$ cat src/rtl/epl_ecc_wr_sched.sv
// epl_ecc_wr_sched: round-robin write scheduler sharing one Hamming(7,4) encoder across requesters,
// feeding each accepted word nibble-by-nibble and packing the codewords with the owner's ID.
module epl_ecc_wr_sched #(
    parameter int NUM_REQ = 4,
    parameter int NIB     = 4,
    parameter int IDW     = 2
) (
    input  logic                     pCLK_i,
    input  logic                     pRST_i,
    input  logic [NUM_REQ-1:0]       pREQ_VALID_i,
    input  logic [NUM_REQ*4*NIB-1:0] pREQ_DATA_i,
    output logic [NUM_REQ-1:0]       pREQ_READY_o,
    output logic                     pENC_WRITE_o,
    output logic [3:0]               pENC_DATA_o,
    input  logic [6:0]               pENC_CODEWORD_i,
    input  logic                     pENC_VALID_i,
    output logic                     pOUT_VALID_o,
    output logic [7*NIB-1:0]         pOUT_CODEWORD_o,
    output logic [IDW-1:0]           pOUT_ID_o,
    input  logic                     pOUT_READY_i,
    output logic                     pBUSY_o
);
    localparam int IXW = NIB > 1 ? $clog2(NIB) : 1;
    typedef enum logic [1:0] {IDLE, ENC, OUT} state_t;
    state_t state, stateNext;
    logic [IDW-1:0] lastGrant, winner, curId, outId;
    logic [IXW-1:0] nibIdx;
    logic [4*NIB-1:0] word;
    logic [7*NIB-1:0] slots, slotsNext, outCw;
    logic found, lastNib, capture;
    // Lowest valid index above the pointer wins; otherwise the lowest at or below it.
    always_comb begin
        winner = '0;
        found = 1'b0;
        for (int i = NUM_REQ - 1; i >= 0; i--)
            if (pREQ_VALID_i[i] && i <= int'(lastGrant)) begin
                winner = IDW'(i);
                found = 1'b1;
            end
        for (int i = NUM_REQ - 1; i >= 0; i--)
            if (pREQ_VALID_i[i] && i > int'(lastGrant)) begin
                winner = IDW'(i);
                found = 1'b1;
            end
    end
    assign lastNib = nibIdx == IXW'(NIB - 1);
    assign capture = state == ENC && pENC_VALID_i;
    always_comb begin
        slotsNext = slots;
        if (capture) slotsNext[7*nibIdx +: 7] = pENC_CODEWORD_i;
        stateNext = state == IDLE ? (found ? ENC : IDLE) :
                    state == ENC  ? (capture && lastNib ? OUT : ENC) :
                    (pOUT_READY_i ? IDLE : OUT);
    end
    always_ff @(posedge pCLK_i) begin
        if (pRST_i) begin
            state     <= IDLE;
            lastGrant <= IDW'(NUM_REQ - 1);
            nibIdx    <= '0;
            word      <= '0;
            curId     <= '0;
            slots     <= '0;
            outCw     <= '0;
            outId     <= '0;
        end else begin
            state <= stateNext;
            slots <= slotsNext;
            if (state == IDLE && found) begin
                word      <= pREQ_DATA_i[4*NIB*winner +: 4*NIB];
                curId     <= winner;
                lastGrant <= winner;
                nibIdx    <= '0;
            end
            if (capture) begin
                nibIdx <= lastNib ? '0 : nibIdx + 1'b1;
                if (lastNib) begin
                    outCw <= slotsNext;
                    outId <= curId;
                end
            end
        end
    end
    assign pREQ_READY_o    = (state == IDLE && found) ? NUM_REQ'(1) << winner : '0;
    assign pENC_WRITE_o    = state == ENC;
    assign pENC_DATA_o     = state == ENC ? word[4*nibIdx +: 4] : 4'd0;
    assign pOUT_VALID_o    = state == OUT;
    assign pOUT_CODEWORD_o = outCw;
    assign pOUT_ID_o       = outId;
    assign pBUSY_o         = state != IDLE;
endmodule

$ cat config.mk
export PLATFORM = sky130hd
export DESIGN_NAME = epl_ecc_wr_sched
export DESIGN_NICKNAME = d
export VERILOG_FILES = /design/src/rtl/epl_ecc_wr_sched.sv
export SDC_FILE = /design/constraint.sdc
export NUM_CORES = 1
export LEC_CHECK = 0
export BUFFER_PORTS_ARGS = -buffer_cell sky130_fd_sc_hd__clkbuf_2
export CELL_PAD_IN_SITES_DETAIL_PLACEMENT = 0
export CELL_PAD_IN_SITES_GLOBAL_PLACEMENT = 1
export CORE_MARGIN = 2
export CORE_UTILIZATION = 34
export DETAILED_ROUTE_END_ITERATION = 8
export GPL_TIMING_DRIVEN = 0
export PLACE_DENSITY_LB_ADDON = 0.08
export SLEW_MARGIN = 20
export SYNTH_ARGS = -nofsm -noshare
export SYNTH_HDL_FRONTEND = slang
export SYNTH_SLANG_ARGS = --single-unit
$ cat constraint.sdc
create_clock -name pCLK_i -period 1.82 [get_ports pCLK_i]
set_input_delay 0.182 -clock pCLK_i [delete_from_list [all_inputs] [get_ports pCLK_i]]
set_output_delay 0.182 -clock pCLK_i [all_outputs]
set_load 0.005 [all_outputs]
==> results.md <==
* Longest Clk Path Bufs at 2
* RSZ-0062 raised after global routing: true
* Syn. warnings at 0
* Netlist Area Pre-Place at 3800 sq um
* DRC viols at 0
* Initial core utilization at 0.349
* H-Tree Depth at 3
* Synth Area in Compound Gates at 0.247
* # hold bufs at CTS at 0
* Slew headroom at 0.611
* Worst Skew at 0.0124 ns
* Synth top area cells: dfxtp_1, a211oi_1, and3_1, nor2_1, a21oi_1
* WHS at 0.133 ns
* Synth area leader: dfxtp_1
* CP top delay family: simple AND/OR/NAND/NOR gates
* Most frequent cell after synthesis: dfxtp_1
* Final ANT Viol Nets at 0
* DRT Pass-1 Iters at 4
* Antenna violations before repair at 0
* Pwr dens at 844 nW/um^2
* WS Path Type: register to register
* Post-Syn Instances at 430
* Post-detail-place hpwl at ~8300 um
* Nets at approximately 660
* Post-synthesis cell type count at 43
* Final setup violation count at 10
* Outcome: complete, but fails checks
* Routed wire length per instance at 15.6 um
* Clock Latency Late Sink at 0.35 ns
* Vias/cell at a little over 5
* CP Buf/Inv Count at 2
* Max Slew Vio Count at 0
* Yosys top cell area share at 0.432
* Max-cap violations at 0
* Die area at 12000 sq um
* Worst setup SP type: register
* Cts bufs inserted at 9
* Post-route setup slack at -0.0153 ns
* Mux contribution to synthesized area at 0.0425
* EDFF count, synth at 0
* Critical-path cell list: buf_12 > clkinvlp_4 > ha_4 > nor3b_4 > and3_4 > a21oi_2 > a211oi_2
* Syn nets at between 500 and 600
* Vias after detailed routing at 3726
* Hold Path Class: input port to register
* Port bufs at 119
* Leakage power at roughly 0.0024 uW
* Largest net degree at the start of global routing at 15
* Dpl cell area at 4570 sq um
* Post-route minimum period at 1.84 ns
* Fmax achieved at between 0.5 and 0.6 GHz
* Data required time of the critical path at 2.10 ns
* CTS tree: yes
* Worst path arrival time at between 2 and 2.5 ns
* Design area at approximately 5400 sq um
* Synth Area in Adders at 0.0198
* Xor and xnor area share after synthesis at 0
* Final hold vios at 0
* Post-Layout Cell Count at 722
* IO Pins at between 100 and 150
* Clk root buf: clkbuf_8
* Drt first-iter violations at around 150
* Maximum VDD drop at 0.425 mV
* Die X-Extent at 110 um
* Failing checks: negative setup slack
* Simple-gate share of the synthesized area at 0.207
* Largest family of logic cells by synthesized area: compound AO/OA/AOI/OAI gates
* Total Wirelength at approximately 11000 um
* Clk pin slew, worst setup/hold paths at 0.09 ns
* Core Footprint at 10900 sq um
* Placed Cells incl. Taps at 689
* # rows at 38
* Area grow syn2layout at 41.4%
* Number of global-route vias before repair at 3662
* Synth Flop Type: dfxtp_1
* CP peak stage delay at 0.36 ns
* Crit. End Element: register
* Share of cells above drive strength 1 at 0.433
* Mean Syn Cell Area at 8.83 sq um
* Crit-path max FO at 7
* Global-route usage over all layers at 0.189
* First-pass GRT wire length at 17600 um
* Sum Neg Setup Slack at -0.0579 ns
* Gr ovfl total at 0
* Die H at 110 um
* Clock Sink Count at a little over 80
* FFs w/ async S/R, synth at 0
* Setup WS pre-CTS at -0.538 ns
* Crit-path slowest cell: dfxtp_4
* Worst slew pin tran at 0.584 ns
* Most frequent cells after synthesis: dfxtp_1, nor2_1, a211oi_1, and3_1, a21oi_1
* Fin crit share at 1.01
* #FFs+latches synth at 82
* Sequential cell area fraction in the yosys report at 0.432
* N_diodes at 0
* GPL Wtd Cong at 0.784
-- cell usage in the layout, fill, tap and decap left out, drive strengths merged --
cell	count
a211o	4
a211oi	56
a21bo	1
a21o	2
a21oi	37
a22oi	1
a31o	1
a31oi	1
and2	6
and3	45
and3b	1
buf	39
bufinv	2
clkbuf	140
clkinv	1
clkinvlp	2
dfxtp	82
ha	6
inv	5
mux2	4
mux2i	1
mux4	4
nand2	16
nand2b	1
nand3	5
nand3b	2
nor2	66
nor2b	2
nor3	4
nor3b	7
o21a	1
o21ai	10
o21bai	13
o22ai	12
or2	1
or3	1
-- stage by stage --
step                 util  power (uW)
floorplan               -        2470
global placement    0.420        2750
detailed placement  0.420        2760
CTS                 0.472        4450
global route        0.493        4720
finish              0.493        4530
-- where the power goes --
part / leakage (uW) / switching, uW / total, uW / internal [uW]
logic: 0.00157 / 527 / 1050 / 524
clock network: 0.000116 / 691 / 1550 / 856
registers: 0.000668 / 57.1 / 1940 / 1880
-- sequential cells by signal, indices dropped and copies added (netlist names) --
name             cells
curId                2
pOUT_ID_o            2
state                2
word                16
pOUT_CODEWORD_o     28
nibIdx               2
lastGrant            2
slots               28
-- what timing repair did --
item                                    4_1_cts  5_1_grt
endpoints found under the setup margin       76       64
pin swaps                                     9       19
gates cloned                                  0        0
buffers inserted                             18        4
resized for setup                            56       55
-- metal layers --
layer / global-route usage / routed length (um) / vias up
li1: - / - / 1861
met1: 0.235 / 5130 / 1737
met2: 0.324 / 5440 / 111
met3: 0.0332 / 508 / 17
met4: 0.0778 / 214 / 0
met5: 0 / 0 / -
-- cell type report --
cell class	instances	area, sq um
fillers	1068	5520
multi-input cells	311	2290
flip-flops and latches	82	1660
repair buffers	141	772
plain buffers	27	214
well taps	140	175
clock buffers	11	151
clock inverters	5	85.1
inverters	5	22.5
-- logic make-up (layout without fill, tap and decap cells) --
logic type | after synthesis | in the layout
and+or+nand+nor | 157 | 157
DFF | 82 | 82
buffers and inverters | 37 | 189
AOI/OAI and AO/OA | 139 | 139
adders and majority gates | 6 | 6
muxes | 9 | 9
-- worst paths after layout --
| check | from | end | slack, ns | cells after the start |
|---|---|---|---|---|
| worst max-delay path | nibIdx[0] | pOUT_CODEWORD_o[7] | -0.02 | 7 |
| worst min-delay path | pREQ_DATA_i[46] | word[14] | 0.13 | 3 |
| worst max register to register | nibIdx[0] | pOUT_CODEWORD_o[7] | -0.02 | 7 |
| worst min register to register | pOUT_ID_o[0] | pOUT_ID_o[0] | 0.46 | 2 |
-- worst min-delay path, cell delays in order --
cell and delay, ns:
clkbuf_2 0.09, o22ai_2 0.09, a211oi_1 0.08
(Power assumes the default switching activity.)
